$ cat config.mk
export PLATFORM = sky130hd
export DESIGN_NAME = ps2_rx_flat
export DESIGN_NICKNAME = d
export VERILOG_FILES = /design/src/rtl/ps2_rx_if.sv /design/src/rtl/ps2_rx.sv /design/src/flat_wrapper.sv
export SDC_FILE = /design/constraint.sdc
export NUM_CORES = 1
export LEC_CHECK = 0
export ABC_AREA = 1
export BUFFER_PORTS_ARGS = -buffer_cell sky130_fd_sc_hd__buf_2
export CORE_MARGIN = 2
export CORE_UTILIZATION = 35
export CTS_CLUSTER_DIAMETER = 150
export DETAILED_ROUTE_END_ITERATION = 8
export GPL_ROUTABILITY_DRIVEN = 0
export GPL_TIMING_DRIVEN = 0
export SETUP_SLACK_MARGIN = 0.3
export SLEW_MARGIN = 20
export SYNTH_ARGS = -nofsm -noshare
export SYNTH_HDL_FRONTEND = slang
export SYNTH_SLANG_ARGS = --single-unit
export TNS_END_PERCENT = 10
$ cat constraint.sdc
create_clock -name clk -period 1.7 [get_ports clk]
set_input_delay 0.255 -clock clk [delete_from_list [all_inputs] [get_ports clk]]
set_output_delay 0.255 -clock clk [all_outputs]
set_load 0.005 [all_outputs]
$ cat src/rtl/ps2_rx_if.sv
// PS/2 receiver bus: raw pins in, decoded byte and status pulses out.
// The receiver uses the slave modport; whatever drives the pins uses master.
interface ps2_rx_if;
  logic       ps2_clk;
  logic       ps2_data;
  logic [7:0] scan_code;
  logic       scan_ready;
  logic       parity_err;
  logic       frame_err;
  logic [1:0] dbg_state;

  // Pulse outputs are single-cycle strobes with no ready back-pressure: a consumer
  // must sample scan_code on the clk edge where scan_ready is high.
  modport master (
    output ps2_clk, ps2_data,
    input  scan_code, scan_ready, parity_err, frame_err, dbg_state
  );

  modport slave (
    input  ps2_clk, ps2_data,
    output scan_code, scan_ready, parity_err, frame_err, dbg_state
  );
endinterface

$ cat src/rtl/ps2_rx.sv
// PS/2 device-to-host receiver: synchronizes and filters the pins, deframes
// 11-bit frames, checks odd parity and stop bit, and strobes each good byte.
module ps2_rx #(
  parameter int FILTER_LEN     = 8,
  parameter int TIMEOUT_CYCLES = 50000
) (
  input logic     clk,
  input logic     reset,
  ps2_rx_if.slave bus
);

  localparam int TO_W = $clog2(TIMEOUT_CYCLES + 1);

  typedef enum logic [1:0] {
    IDLE   = 2'd0,
    DATA   = 2'd1,
    PARITY = 2'd2,
    STOP   = 2'd3
  } state_t;

  logic            r_clk_meta, r_clk_sync;
  logic            r_data_meta, r_data_sync;
  logic            r_f_clk, r_f_clk_d;
  logic [7:0]      r_filt_cnt;
  logic            w_fall;

  state_t          r_state, w_state_nxt;
  logic [2:0]      r_bit_cnt, w_bit_cnt_nxt;
  logic [7:0]      r_shift, w_shift_nxt;
  logic            r_parity, w_parity_nxt;
  logic [TO_W-1:0] r_to_cnt, w_to_cnt_nxt;
  logic [7:0]      r_scan_code, w_scan_code_nxt;
  logic            r_scan_ready, w_scan_ready_nxt;
  logic            r_parity_err, w_parity_err_nxt;
  logic            r_frame_err, w_frame_err_nxt;
  logic            w_timeout;

  // Everything here resets to 1 so releasing reset with idle-high pins
  // cannot manufacture a falling edge.
  always_ff @(posedge clk or posedge reset) begin
    if (reset) begin
      r_clk_meta  <= 1'b1;
      r_clk_sync  <= 1'b1;
      r_data_meta <= 1'b1;
      r_data_sync <= 1'b1;
      r_f_clk     <= 1'b1;
      r_f_clk_d   <= 1'b1;
      r_filt_cnt  <= 8'd0;
    end else begin
      r_clk_meta  <= bus.ps2_clk;
      r_clk_sync  <= r_clk_meta;
      r_data_meta <= bus.ps2_data;
      r_data_sync <= r_data_meta;
      r_f_clk_d   <= r_f_clk;
      if (r_clk_sync == r_f_clk) begin
        r_filt_cnt <= 8'd0;
      end else if (r_filt_cnt == 8'(FILTER_LEN - 1)) begin
        r_f_clk    <= r_clk_sync;
        r_filt_cnt <= 8'd0;
      end else begin
        r_filt_cnt <= r_filt_cnt + 8'd1;
      end
    end
  end

  assign w_fall    = r_f_clk_d & ~r_f_clk;
  // A fall on the expiry cycle still counts as progress, so it wins.
  assign w_timeout = (r_state != IDLE) && !w_fall &&
                     (r_to_cnt == TO_W'(TIMEOUT_CYCLES - 1));

  always_ff @(posedge clk or posedge reset) begin
    if (reset) begin
      r_state      <= IDLE;
      r_bit_cnt    <= 3'd0;
      r_shift      <= 8'd0;
      r_parity     <= 1'b0;
      r_to_cnt     <= '0;
      r_scan_code  <= 8'd0;
      r_scan_ready <= 1'b0;
      r_parity_err <= 1'b0;
      r_frame_err  <= 1'b0;
    end else begin
      r_state      <= w_state_nxt;
      r_bit_cnt    <= w_bit_cnt_nxt;
      r_shift      <= w_shift_nxt;
      r_parity     <= w_parity_nxt;
      r_to_cnt     <= w_to_cnt_nxt;
      r_scan_code  <= w_scan_code_nxt;
      r_scan_ready <= w_scan_ready_nxt;
      r_parity_err <= w_parity_err_nxt;
      r_frame_err  <= w_frame_err_nxt;
    end
  end

  always_comb begin
    w_state_nxt      = r_state;
    w_bit_cnt_nxt    = r_bit_cnt;
    w_shift_nxt      = r_shift;
    w_parity_nxt     = r_parity;
    w_scan_code_nxt  = r_scan_code;
    w_scan_ready_nxt = 1'b0;
    w_parity_err_nxt = 1'b0;
    w_frame_err_nxt  = 1'b0;

    if (r_state == IDLE || w_fall || w_timeout) begin
      w_to_cnt_nxt = '0;
    end else begin
      w_to_cnt_nxt = r_to_cnt + 1'b1;
    end

    if (w_fall) begin
      case (r_state)
        IDLE: begin
          if (!r_data_sync) begin
            w_state_nxt   = DATA;
            w_bit_cnt_nxt = 3'd0;
          end else begin
            w_frame_err_nxt = 1'b1;
          end
        end
        DATA: begin
          w_shift_nxt[r_bit_cnt] = r_data_sync;
          if (r_bit_cnt == 3'd7) begin
            w_state_nxt = PARITY;
          end else begin
            w_bit_cnt_nxt = r_bit_cnt + 3'd1;
          end
        end
        PARITY: begin
          w_parity_nxt = r_data_sync;
          w_state_nxt  = STOP;
        end
        STOP: begin
          if (!r_data_sync) begin
            w_frame_err_nxt = 1'b1;
          end else if (^{r_shift, r_parity}) begin
            w_scan_code_nxt  = r_shift;
            w_scan_ready_nxt = 1'b1;
          end else begin
            w_parity_err_nxt = 1'b1;
          end
          w_state_nxt = IDLE;
        end
        default: w_state_nxt = IDLE;
      endcase
    end else if (w_timeout) begin
      w_frame_err_nxt = 1'b1;
      w_state_nxt     = IDLE;
      w_shift_nxt     = 8'd0;
    end
  end

  assign bus.scan_code  = r_scan_code;
  assign bus.scan_ready = r_scan_ready;
  assign bus.parity_err = r_parity_err;
  assign bus.frame_err  = r_frame_err;
  assign bus.dbg_state  = r_state;

endmodule

$ cat src/flat_wrapper.sv
// flat-port wrapper written by rule: the top's interface ports become plain ports
module ps2_rx_flat 
#(
  parameter int FILTER_LEN     = 8,
  parameter int TIMEOUT_CYCLES = 50000
)
  (clk, reset, bus_ps2_clk, bus_ps2_data, bus_scan_code, bus_scan_ready, bus_parity_err, bus_frame_err, bus_dbg_state);
  ps2_rx_if bus_i ();
  input logic clk;
  input logic reset;
  input wire logic [$bits(bus_i.ps2_clk)-1:0] bus_ps2_clk;
  input wire logic [$bits(bus_i.ps2_data)-1:0] bus_ps2_data;
  output wire logic [$bits(bus_i.scan_code)-1:0] bus_scan_code;
  output wire logic [$bits(bus_i.scan_ready)-1:0] bus_scan_ready;
  output wire logic [$bits(bus_i.parity_err)-1:0] bus_parity_err;
  output wire logic [$bits(bus_i.frame_err)-1:0] bus_frame_err;
  output wire logic [$bits(bus_i.dbg_state)-1:0] bus_dbg_state;
  assign bus_i.ps2_clk = bus_ps2_clk;
  assign bus_i.ps2_data = bus_ps2_data;
  assign bus_scan_code = bus_i.scan_code;
  assign bus_scan_ready = bus_i.scan_ready;
  assign bus_parity_err = bus_i.parity_err;
  assign bus_frame_err = bus_i.frame_err;
  assign bus_dbg_state = bus_i.dbg_state;
  ps2_rx #(.FILTER_LEN(FILTER_LEN), .TIMEOUT_CYCLES(TIMEOUT_CYCLES)) u_core (.clk(clk), .reset(reset), .bus(bus_i));
endmodule
=== Word level (Yosys, flattened, before mapping) ===
Index checks and enable logic that the tools add are counted.

* Add/sub/neg operators: 3
* $lt $le $gt $ge: 2
* Equal/unequal tests: 12
* Multiplexer cells: 30
* Bitwise logic cells: 3
* Reduce and logical (&&, ||, !) cells: 17

{| class="wikitable"
|+ Operator list
! kind !! number
|-
| two-way mux 8 bit || 5
|-
| adder 16 x 1 -> 16 bit (second input constant) || 1
|-
| equality test 16 bit (second input constant) || 1
|-
| two-way mux 16 bit || 1
|-
| two-way mux 1 bit || 13
|-
| parity 9 bit || 1
|-
| adder 8 x 1 -> 8 bit (second input constant) || 1
|-
| bitwise mux 8 bit || 1
|-
| equality test 8 x 3 -> 1 bit (second input constant) || 1
|-
| two-way mux 2 bit || 4
|-
| one-hot mux 2 bit (4 select lines) || 1
|-
| AND reduction 4 bit || 2
|-
| two-way mux 3 bit || 2
|-
| inequality test 2 bit (second input constant) || 3
|-
| inequality test 3 bit (second input constant) || 2
|-
| one-hot mux 3 bit (2 select lines) || 1
|-
| AND reduction 2 bit || 3
|-
| nonzero test 2 bit || 3
|-
| equality test 2 bit (second input constant) || 2
|-
| less-than comparator 3 x 4 -> 1 bit (second input constant) || 1
|-
| adder 3 x 1 -> 3 bit (second input constant) || 1
|-
| demux 1 bit (select 3 bit) || 1
|-
| equality test 3 bit (second input constant) || 1
|-
| greater-or-equal comparator 3 x 1 -> 1 bit (second input constant) || 1
|-
| other kinds (10) || 14
|}

* Register bits: 55
* Bits of input ports: 4
* Logic and storage cells: 83

=== Longest topological paths before layout ===
Gate-level depths: netlist (run 1).

* Word-level depth: 7
* Gate-level depth with buffers: 11
* Mapped depth without buffers: 11

=== Least setup slack after synthesis (run 1) ===
OpenSTA, ideal clock, no wires.

* Kind: reg2reg
* From: reg u_core.r_state[0] (netlist: u_core.bus.dbg_state[0])
* To: reg u_core.r_shift[0]
* Arrival: 1.319 ns
* Data required time: 1.583 ns
* Slack: 0.264 ns
* Cell stages (with the launch flop): 10
* Cells stage by stage: dfrtp_1 > inv_1 > ha_1 > nor2_4 > nand3_4 > nand2_4 > buf_8 > o21ai_1 > nand2_1 > nand2_1

* Word-level cells in the longest chain between the ends: 5
* Elaborated cells on any way between the ends: 7
* Those cells by class: 2 x eq/ne; 5 x reduce/logical

{| class="wikitable"
|+ RTL lines
! what !! RTL line !! source
|-
| start, declared || ps2_rx.sv:27 || <nowiki>state_t r_state, w_state_nxt;</nowiki>
|-
| start signal, assigned || ps2_rx.sv:83 || <nowiki>r_state <= w_state_nxt;</nowiki>
|-
| nonzero test 2 bit || ps2_rx.sv:68 || <nowiki>assign w_timeout = (r_state != IDLE) && !w_fall &&</nowiki>
|-
| logical AND 1 bit (2 in a row) || ps2_rx.sv:68 ||
|-
| nonzero test 2 bit (no source line) || n/a ||
|-
| AND reduction 2 bit (no source line) * || n/a ||
|-
| end signal, assigned || ps2_rx.sv:85 || <nowiki>r_shift <= w_shift_nxt;</nowiki>
|-
| end, declared || ps2_rx.sv:29 || <nowiki>logic [7:0] r_shift, w_shift_nxt;</nowiki>
|}

Every way passes the cells marked *; elsewhere a longest branch is shown, timed or not.
A chain may end at the register's enable or synchronous reset.

=== Worst setup path after layout (run 1) ===
* From: reg u_core.r_to_cnt[0]
* To: reg u_core.r_to_cnt[14]

* Word-level cells in the longest chain between the ends: 4
* Elaborated cells on any way between the ends: 5
* Those cells by class: 1 x add/sub; 1 x eq/ne; 1 x mux; 2 x reduce/logical

{| class="wikitable"
|+ RTL lines
! what !! RTL line !! source
|-
| start, declared || ps2_rx.sv:31 || <nowiki>logic [TO_W-1:0] r_to_cnt, w_to_cnt_nxt;</nowiki>
|-
| start signal, assigned || ps2_rx.sv:87 || <nowiki>r_to_cnt <= w_to_cnt_nxt;</nowiki>
|-
| branches (longest 3 deep; another with adder 16 x 1 -> 16 bit) || n/a ||
|-
| two-way mux 16 bit * || ps2_rx.sv:105 || <nowiki>if (r_state == IDLE || w_fall || w_timeout) begin</nowiki>
|-
| via u_core.w_to_cnt_nxt[14] || ps2_rx.sv:31 ||
|}

Mark *: on every way through the listed nets, which the timed path passes.

==> results.md, run 1 <==
* Vias in the first global route at 2270
* Worst slack, placed at 0.0664 ns
* TNS Setup at 0 ns
* Antenna violations before repair at 0
* Final setup fails at 0
* Worst EP arrival at 1.79 ns
* Clock Tree Root: clkbuf_8
* Peak Freq at 0.646 GHz
* Worst-skew pair later-pin latency at 0.31 ns
* Post-synthesis sequential area ratio at between 40% and 50%
* Largest net degree at the start of global routing at 33
* Max Clock Skew at 0.00869 ns
* Worst reg-to-reg setup slack at 0.15 ns
* Top_reg_cell synth: dfrtp_1
* HPWL after DPL at 4.04 mm
* CTS clk-pin slew, worst paths at 0.11 ns
* Crit path from: u_core.r_to_cnt[0]$_DFF_PP0_
* Initial drt markers at just under 100
* Hold crit path type: primary input to register
* DRC Markers at 0
* Clock sinks at 55
* Final period utilization at 91.1%
* Worst setup SP type: register
* Share of post-route cells with drive strength above 1 at 26.0%
* Non-filler cells, final at 517
* Post-DR wirelength/cell at 11.0 µm
* Final nets at 423
* H-Tree Depth at 2
* Maximum clock path buffer count at 2
* Hold Slack at 0.0329 ns
* Number of CTS-inserted buffers at 5
* PortBufs at 16
* Static Leak at 1.70 nW
* Routed Antenna Nets at 0
* CTS tree: yes
* Synth Register Bits at 55
* Max Cap Viol at 0
* Synth Instances at about 360
* Post-DR vias/cell at 4.62
* Dpl cells at 485
* CORE AREA at 0.00818 mm²
* Worst vdd ir at 0.000391 V
* Worst Slack Setup Final at 0.151 ns
* Area Growth Syn to Fin at 22.7%
* Number of enable flip-flop cells after synthesis at 0
* Critical path class: register to register
* Drt first pass iters at 4
* Slew headroom at a little under two thirds
* Vertical die dimension at around 96 µm
* Die ar. at roughly 0.0091 mm²
* Max-slew violations at 0
* Fin. Hold Viols at 0
* RSZ-0062 raised after global routing: yes
* Worst Tran Pin Value at 0.544 ns
* Pwr Total at 3.05 mW
* Antenna cells at 0
* Synth cell types at 36
* Grt ovf at 0
* Asr flop ratio synth at 100%
* Synth warn at 0
* R2R depth at 7
* First-pass GRT wire length at 9.86 mm
* Initial Utilization at 35.9%
* Chip width at 95.6 µm
* Worst r2r src: u_core.r_to_cnt[0]$_DFF_PP0_
* Outcome: finished clean
* Total GRT Usage at 13.4%
* Pwr/cell area at between 800 and 900 mW/mm²
* Worst setup EP type: register
* Via count at around 2400
* Synth Cell Area at 0.00294 mm²
* Minimum clock period at between 1.5 and 2 ns
* Crit path capture: u_core.r_to_cnt[14]$_DFF_PP0_
* Syn nets at 375
* Hold depth at 1
* Worst R2R End: u_core.r_to_cnt[14]$_DFF_PP0_
* Drt total wl at 5.69 mm
* Max FO, Critical Path at 4
* Row count at 33
* Req. time, crit path at 1.94 ns
* Ports at 17
* Filler cell count at 819
* Syn_area_per_cell at 8.09 µm²
[registers in the layout, summed over array words and instances (netlist names)]
signal and count:
u_core.bus.dbg_state 2, u_core.bus.frame_err 1, u_core.bus.parity_err 1, u_core.bus.scan_code 8, u_core.bus.scan_ready 1, u_core.r_bit_cnt 3
u_core.r_clk_meta 1, u_core.r_clk_sync 1, u_core.r_data_meta 1, u_core.r_data_sync 1, u_core.r_f_clk 1, u_core.r_f_clk_d 1
u_core.r_filt_cnt 8, u_core.r_parity 1, u_core.r_shift 8, u_core.r_to_cnt 16
[metrics by stage]
step	util, %	instance area, µm²
floorplan	-	2940
global placement	38.5	3150
detailed placement	38.8	3170
CTS	42.2	3450
global route	44.1	3600
finish	44.1	3600
[worst min-delay path by stage]
stage	to	slack [ns]	start
2_1_floorplan	u_core.r_clk_meta$_DFF_PP1_	0.26	bus_ps2_clk
3_3_place_gp	u_core.r_clk_sync$_DFF_PP1_	0.35	u_core.r_clk_meta$_DFF_PP1_
3_5_place_dp	u_core.r_filt_cnt[4]$_DFF_PP0_	0.34	reset
4_1_cts	u_core.r_clk_meta$_DFF_PP1_	0.02	bus_ps2_clk
5_1_grt	u_core.r_clk_meta$_DFF_PP1_	0.01	bus_ps2_clk
6_report	u_core.r_clk_meta$_DFF_PP1_	0.03	bus_ps2_clk
[cells by family after synthesis]
kind of cell / count (synthesis) / synth area share [%]
simple gates: 219 / 35.9
flops: 55 / 47.1
buf+inv: 48 / 6.86
compound gates: 28 / 5.20
fa+ha+maj: 8 / 3.41
xor+xnor: 5 / 1.49
[synth_stat cells, types with 3 or more instances]
cell	instances	area share, %
nand2_1	103	13
dfrtp_1	49	42
inv_1	39	5.0
nor2_1	30	3.8
nand3_1	28	4.8
nor3_1	17	2.9
o21ai_0	15	2.6
ha_1	8	3.4
nand2_2	8	1.7
nand4_1	7	1.5
dfstp_2	6	5.4
nor2_4	6	2.3
a21oi_1	5	0.85
inv_2	4	0.51
nor3b_1	4	1.0
o21ai_1	4	0.68
nor2_2	3	0.64
nor3_2	3	1.0
xor2_1	3	0.90
[cell usage in the layout (no fill, tap or decap), types with 7 or more instances in the layout]
master and instances:
buf_2 17, buf_4 20, dfrtp_1 47, inv_1 37, nand2_1 101, nand3_1 23
nand4_1 7, nor2_1 29, nor2_4 8, nor3_1 16, o21ai_0 12
[critical path: stages, from the launching register on]
cell	delay [ns]
dfrtp_1	0.42
ha_4	0.17
nand2_4	0.06
nor2_4	0.13
nand2_4	0.08
buf_4	0.14
or3_1	0.34
a21oi_1	0.13
[per-layer routing]
| layer | wire [µm] | vias up | part of all wire, % | GRT usage, % |
|---|---|---|---|---|
| li1 | - | 1265 | - | - |
| met1 | 2720 | 1100 | 48 | 17.5 |
| met2 | 2780 | 21 | 49 | 22.7 |
| met3 | 131 | 4 | 2.3 | 2.53 |
| met4 | 64 | 0 | 1.1 | 4.05 |
| met5 | 0 | - | 0 | 0 |
[final cells by class]
type	instances	area (µm²)	area share (%)
multi-input cells	260	1460	40.5
flip-flops and latches	55	1390	38.5
repair buffers	41	319	8.86
inverters	45	184	5.11
well taps	105	131	3.65
clock buffers	5	68.8	1.91
plain buffers	3	31.3	0.868
clock inverters	3	22.5	0.625
[timing repair]
action	in CTS	in global routing
pin swaps	14	13
setup buffers	10	11
hold buffers	1	0
gates resized for setup	21	16
setup endpoints to repair	41	44
endpoints found under the hold margin	23	0
gates cloned	2	0
[power breakdown]
| part | total (mW) | switching [mW] | internal [mW] |
|---|---|---|---|
| combinational | 0.814 | 0.470 | 0.344 |
| clock | 0.750 | 0.454 | 0.297 |
| sequential | 1.49 | 0.0777 | 1.41 |
(Power assumes the default switching activity.)
==> inputs of run 2 (changes only) <==
Clock period 1.7 ns to 2 ns, I/O delays scaled along.
==> run 2 against run 1 <==
  * Flip-flop and latch count stayed put
  * Sequential share of layout area is 4.0 points higher
  * Utilization is 4.2 points lower
  * Clock power is 14% lower
  * Clock-buffer cell count is 2 higher
  * Critical path depth is 2 higher
  * Register-to-register slack better by 0.28 ns
  * Cell area is 9.6% lower
  * Routed wire length is 8.1% lower
  * Global-route usage is 0.48 points lower
  * Critical endpoint is now u_core.r_to_cnt[7]$_DFF_PP0_
  * Largest power group unchanged
==> results.md, run 2 (synthesis gave the netlist of run 1 again) <==
* Initial Utilization at 35.9% (unchanged)
* Max FO, Critical Path at 10 (was 4)
* Post-DR vias/cell at 4.61 (was 4.62)
* Worst-skew pair later-pin latency at 0.31 ns (about the same)
* Pwr/cell area at 743 mW/mm² (was 848 mW/mm²)
* Worst Tran Pin Value at 0.671 ns (was 0.544 ns)
* Worst slack, placed at 0.372 ns (was 0.0664 ns)
* Routed Antenna Nets at 0 (unchanged)
* TNS Setup at 0 ns (unchanged)
* Minimum clock period at 1.57 ns (was 1.55 ns)
* Worst EP arrival at 1.80 ns (was 1.79 ns)
* Clock Tree Root: clkbuf_8 (unchanged)
* Initial drt markers at 103 (was 97)
* Worst setup SP type: register (unchanged)
* First-pass GRT wire length at 9.63 mm (was 9.86 mm)
* CTS tree: yes (unchanged)
* Die ar. at 0.00914 mm² (unchanged)
* Dpl cells at 484 (was 485)
* RSZ-0062 raised after global routing: yes (unchanged)
* Critical path class: register to register (unchanged)
* Area Growth Syn to Fin at 10.9% (was 22.7%)
* Req. time, crit path at 2.23 ns (was 1.94 ns)
* Outcome: finished clean (unchanged)
* Row count at 33 (unchanged)
* Drt first pass iters at 4 (unchanged)
* CP Cell Sequence: ha_1 > nand2_2 > inv_2 > nand2_1 > nor2_4 > nand2_1 > nand2_2 > buf_6 > nor3_1 (was ha_4 > nand2_4 > nor2_4 > nand2_4 > buf_4 > or3_1 > a21oi_1)
* DRC Markers at 0 (unchanged)
* Post-DR wirelength/cell at 10.6 µm (was 11.0 µm)
* H-Tree Depth at 2 (unchanged)
* Antenna cells at 0 (unchanged)
* CTS clk-pin slew, worst paths at 0.10 ns (was 0.11 ns)
* Antenna violations before repair at 0 (unchanged)
* CP Buf/Inv Count at 2 (was 1)
* Final nets at 399 (was 423)
* Maximum clock path buffer count at 2 (unchanged)
* Via count at 2272 (was 2390)
* HPWL after DPL at 3.86 mm (was 4.04 mm)
* Largest net degree at the start of global routing at 56 (was 33)
* PortBufs at 16 (unchanged)
* Final Util at 39.8% (was 44.1%)
* Number of CTS-inserted buffers at 5 (unchanged)
* CORE AREA at 0.00818 mm² (unchanged)
* Post-CTS Hold Fix Bufs at 0 (was 1)
* Max FFs per register at 16 (unchanged)
* Slew headroom at 55.3% (was 63.7%)
* Peak Freq at 0.636 GHz (was 0.646 GHz)
* Hold crit path type: primary input to asynchronous set/reset pin (was primary input to register)
* Drt total wl at 5.24 mm (was 5.69 mm)
* Hold Slack at 0.0898 ns (was 0.0329 ns)
* Non-filler cells, final at 493 (was 517)
* Vias in the first global route at 2226 (was 2270)
* Worst setup EP type: register (unchanged)
* Max Clock Skew at 0.0127 ns (was 0.00869 ns)
* Max Cap Viol at 0 (unchanged)
* CP delay by family, top: simple AND/OR/NAND/NOR gates (unchanged)
* Total GRT Usage at 13.0% (was 13.4%)
* Worst vdd ir at 0.000387 V (was 0.000391 V)
* Multi-input gate area at 0.00135 mm² (was 0.00146 mm²)
* Commonest non-fill, non-tap cell in the layout: nand2_1 (unchanged)
* Ports at 17 (unchanged)
* Filler cell count at 845 (was 819)
* Grt ovf at 0 (unchanged)
* Chip width at 95.6 µm (unchanged)
* Static Leak at 1.52 nW (was 1.70 nW)
* Clock sinks at 55 (unchanged)
* Most frequent cells in the layout: nand2_1, dfrtp_1, inv_1 (unchanged)
* Final period utilization at 78.6% (was 91.1%)
* Fin. Hold Viols at 0 (unchanged)
* Storage cell area at 0.00138 mm² (was 0.00139 mm²)
* Final setup fails at 0 (unchanged)
* Max-slew violations at 0 (unchanged)
* CP peak stage delay at 0.41 ns (was 0.42 ns)
* Worst Slack Setup Final at 0.427 ns (was 0.151 ns)
* Vertical die dimension at 95.6 µm (unchanged)
* Critical path's slowest cell: dfrtp_1 (unchanged)
* Top reg by flops: u_core.r_to_cnt (unchanged)
* Share of post-route cells with drive strength above 1 at 16.8% (was 26.0%)
## run 2: cell types whose count changed in the layout (fill, tap and decap cells not counted), moves of 3 or more
cell     before  now
buf_4        20    1
nand2_4       6    1
nand3_1      23   28
nand3_2       6    2
ha_1          5    8
nand2_2       5    8
o21ai_0      12   15
o21ai_2       3    0
## run 2: worst register-to-register path: stages (launching register included)
cell and delay, ns:
dfrtp_1 0.41, ha_1 0.22, nand2_2 0.11, inv_2 0.04, nand2_1 0.11, nor2_4 0.06, nand2_1 0.08, nand2_2 0.13
buf_6 0.19, nor3_1 0.14
## run 2: power breakdown
group	switching (mW)	total, mW	internal [mW]
clock network	0.361	0.646	0.285
registers	0.0689	1.27	1.20
logic	0.334	0.503	0.169
## run 2: final timing paths
| kind | slack (ns) | end | startpoint | depth (start not counted) |
|---|---|---|---|---|
| worst min-delay path | 0.09 | u_core.r_to_cnt[0]$_DFF_PP0_ | reset | 2 |
| worst max-delay path | 0.43 | u_core.r_to_cnt[7]$_DFF_PP0_ | u_core.r_to_cnt[0]$_DFF_PP0_ | 9 |
| worst min register to register | 0.36 | u_core.r_clk_sync$_DFF_PP1_ | u_core.r_clk_meta$_DFF_PP1_ | 0 |
| max in group asynchronous | 1.46 | u_core.r_shift[7]$_DFFE_PP0P_ | reset | 2 |
| worst max register to register | 0.43 | u_core.r_to_cnt[7]$_DFF_PP0_ | u_core.r_to_cnt[0]$_DFF_PP0_ | 9 |
| min in group clk | 0.09 | u_core.r_data_meta$_DFF_PP1_ | bus_ps2_data | 1 |
## run 2: per-stage QoR
step                instance area [µm²]  power (mW)
global route                       3260        2.59
finish                             3260        2.42
global placement                   3150        1.78
floorplan                          2940        1.67
detailed placement                 3150        1.79
CTS                                3240        2.45
## run 2: cell type report
cell class,instances,share of cell area (%)
Clock buffer,7,2.65
Buffer,3,0.961
Multi-Input combinational cell,260,41.5
Sequential cell,55,42.5
Clock inverter,1,0.269
Tap cell,105,4.04
Inverter,45,5.42
Timing Repair Buffer,17,2.69
## run 2: per-layer routing
metal | GRT usage (%) | wire length [µm] | up-vias | part of all wire [%]
met1 | 17.0 | 2630 | 1026 | 50
met5 | 0 | 0 | - | 0
met2 | 22.3 | 2380 | 27 | 46
met3 | 2.13 | 146 | 5 | 2.8
li1 | - | - | 1214 | -
met4 | 3.21 | 71 | 0 | 1.4
## run 2: timing repair
action | CTS | global route
buffers inserted | 0 | 1
setup endpoints to repair | 0 | 20
resized for setup | 0 | 1
==> inputs of run 3 (changes only) <==
Clock period 2 ns to 1.3 ns, I/O delays scaled along.
==> run 3 against run 2 <==
  * The flow now finishes with violations (negative hold slack, negative setup slack)
  * Die area stayed put
  * First-iteration DRC count is 14% lower
  * Power is 76% higher
  * Combinational power grew to 2.6 times the previous value
  * Final cell count is 6.9% higher
==> results.md, run 3 (synthesis gave the netlist of run 1 again) <==
* Drt total wl at 6.25 mm (was 5.24 mm)
* Most frequent cells in the layout: nand2_1, dfrtp_1, inv_1 (unchanged)
* CP Buf/Inv Count at 1 (was 2)
* Max Cap Viol at 0 (unchanged)
* Worst vdd ir at 0.000661 V (was 0.000387 V)
* Vias in the first global route at 2422 (was 2226)
* Most Frequent Cell on Critical Path: nand2_4
* Clock sinks at 55 (unchanged)
* Vertical die dimension at 95.6 µm (unchanged)
* Failing checks: negative hold slack, negative setup slack
* Max FO, Critical Path at 4 (was 10)
* Worst setup SP type: register (unchanged)
* Comb power frac at 30.7% (was 20.8%)
* Net switching power figure at 1.43 mW (was 0.764 mW)
* Routed Antenna Nets at 0 (unchanged)
* Commonest non-fill, non-tap cell in the layout: nand2_1 (unchanged)
* Pwr/cell area at 1080 mW/mm² (was 743 mW/mm²)
* Row count at 33 (unchanged)
* Flop pwr share at 46.1% (was 52.5%)
* Ports at 17 (unchanged)
* Final period utilization at 118% (was 78.6%)
* Worst-skew pair later-pin latency at 0.31 ns (about the same)
* Max Clock Skew at 0.00799 ns (was 0.0127 ns)
* Maximum clock path buffer count at 2 (unchanged)
* Hold crit path type: primary input to asynchronous set/reset pin (unchanged)
* Non-filler cells, final at 527 (was 493)
* Post-DR vias/cell at 4.76 (was 4.61)
* Worst Tran Pin Value at 0.538 ns (was 0.671 ns)
* Worst R2R End: u_core.r_to_cnt[14]$_DFF_PP0_ (was u_core.r_to_cnt[7]$_DFF_PP0_)
* Via count at 2507 (was 2272)
* Worst EP arrival at 1.77 ns (was 1.80 ns)
* Drt first pass iters at 4 (unchanged)
* Cell Int Power at 2.82 mW (was 1.65 mW)
* Cell count along the critical path at 7 (was 9)
* Worst Slack Setup Final at -0.230 ns (was 0.427 ns)
* Die ar. at 0.00914 mm² (unchanged)
* Number of CTS-inserted buffers at 5 (unchanged)
* HPWL after DPL at 4.04 mm (was 3.86 mm)
* H-Tree Depth at 2 (unchanged)
* CTS tree: yes (unchanged)
* Clock Tree Root: clkbuf_8 (unchanged)
* Chip width at 95.6 µm (unchanged)
* Area Growth Syn to Fin at 33.5% (was 10.9%)
* Total GRT Usage at 14.6% (was 13.0%)
* DRC Markers at 0 (unchanged)
* Minimum clock period at 1.53 ns (was 1.57 ns)
* Max FFs per register at 16 (unchanged)
* Static Leak at 1.80 nW (was 1.52 nW)
* Crit path from: u_core.r_to_cnt[0]$_DFF_PP0_ (unchanged)
* Sw Ratio at 33.7% (was 31.6%)
* Post-DR wirelength/cell at 11.9 µm (was 10.6 µm)
* Critical path class: register to register (unchanged)
* Slew headroom at 64.1% (was 55.3%)
* Max-slew violations at 0 (unchanged)
* First-pass GRT wire length at 10.7 mm (was 9.63 mm)
* Antenna violations before repair at 0 (unchanged)
* Peak Freq at 0.654 GHz (was 0.636 GHz)
* CP delay by family, top: simple AND/OR/NAND/NOR gates (unchanged)
* R2R depth at 7 (was 9)
* Final Util at 47.9% (was 39.8%)
* CTS clk-pin slew, worst paths at 0.10 ns (about the same)
* PortBufs at 16 (unchanged)
* Dpl cells at 485 (was 484)
* CP Cell Sequence: ha_2 > nand2_4 > nor2_4 > nand2_4 > buf_4 > or3_1 > a21oi_1 (was ha_1 > nand2_2 > inv_2 > nand2_1 > nor2_4 > nand2_1 > nand2_2 > buf_6 > nor3_1)
* RSZ-0062 raised after global routing: yes (unchanged)
* Post-CTS Hold Fix Bufs at 2 (was 0)
* Grt ovf at 0 (unchanged)
* CORE AREA at 0.00818 mm² (unchanged)
* Antenna cells at 0 (unchanged)
* Initial drt markers at 89 (was 103)
* Worst r2r src: u_core.r_to_cnt[0]$_DFF_PP0_ (unchanged)
* Top reg by flops: u_core.r_to_cnt (unchanged)
* Fin. Hold Viols at 23 (was 0)
* Hold Slack at -0.0858 ns (was 0.0898 ns)
* Worst slack, placed at -0.334 ns (was 0.372 ns)
* Largest net degree at the start of global routing at 33 (was 56)
* Crit path capture: u_core.r_to_cnt[14]$_DFF_PP0_ (was u_core.r_to_cnt[7]$_DFF_PP0_)
* Final setup fails at 38 (was 0)
* TNS Setup at -4.66 ns (was 0 ns)
* Share of post-route cells with drive strength above 1 at 36.3% (was 16.8%)
* CP peak stage delay at 0.37 ns (was 0.41 ns)
* Initial Utilization at 35.9% (unchanged)
* Clock Power Share at 23.1% (was 26.7%)
* Worst setup EP type: register (unchanged)
* Critical path's slowest cell: dfrtp_1 (unchanged)
* Final nets at 433 (was 399)
* Req. time, crit path at 1.54 ns (was 2.23 ns)
* Worst reg-to-reg setup slack at -0.23 ns (was 0.43 ns)
* Outcome: finished, violations left (was finished clean)
-- run 3: how the worst min path moves through the flow --
| stage | from | end | slack (ns) | depth (start not counted) |
|---|---|---|---|---|
| after floorplan | bus_ps2_clk | u_core.r_clk_meta$_DFF_PP1_ | 0.20 | 0 |
| after global placement | bus_ps2_clk | u_core.r_clk_meta$_DFF_PP1_ | 0.30 | 1 |
| after detailed placement | reset | u_core.r_filt_cnt[4]$_DFF_PP0_ | 0.28 | 2 |
| after CTS | reset | u_core.r_filt_cnt[0]$_DFF_PP0_ | -0.07 | 2 |
| after global routing | reset | u_core.r_filt_cnt[4]$_DFF_PP0_ | -0.05 | 2 |
| final | reset | u_core.r_to_cnt[2]$_DFF_PP0_ | -0.09 | 2 |
-- run 3: power groups by stage --
stage	combinational, mW	clock [mW]	sequential, mW
after floorplan	0.596	0	1.97
after global placement	0.762	0	1.98
after detailed placement	0.780	0	1.99
after CTS	1.09	1.03	1.94
after global routing	1.43	1.09	1.98
final	1.31	0.983	1.96
-- run 3: through the flow --
stage / total power [mW] / area, µm² / hold WS [ns]
final: 4.25 / 3920 / -0.0858
after global routing: 4.50 / 3920 / -0.0481
after CTS: 4.06 / 3690 / -0.0719
after detailed placement: 2.77 / 3170 / 0.277
after global placement: 2.74 / 3150 / 0.301
after floorplan: 2.56 / 2940 / 0.199
-- run 3: worst register-to-register path: cells and delay by family, from the launching register on --
kind	cells	cell delay, ns
fa+ha+maj	1	0.21
compound gates	1	0.13
buf+inv	1	0.14
flops	1	0.37
simple gates	4	0.61
-- run 3: what timing repair did --
item | in CTS | in global routing
buffers inserted | 18 | 10
resized for setup | 56 | 39
endpoints found under the hold margin | 25 | 23
cloned | 4 | 0
setup endpoints to repair | 63 | 63
pin swaps | 24 | 15
-- run 3: layout make-up --
| type | instances | area [µm²] |
|---|---|---|
| clock buffer | 5 | 68.8 |
| tap | 105 | 131 |
| timing repair buffer | 49 | 403 |
| clock inverter | 3 | 22.5 |
| buffer | 3 | 31.3 |
| fill | 785 | 4260 |
| multi-input combinational | 262 | 1690 |
| sequential | 55 | 1390 |
| inverter | 45 | 184 |
-- run 3: routing by layer --
layer	up-vias	wire length, µm	global-route usage (%)
met5	-	0	0
li1	1286	-	-
met2	27	3240	25.2
met1	1189	2770	18.6
met3	5	180	2.53
met4	0	62	4.40
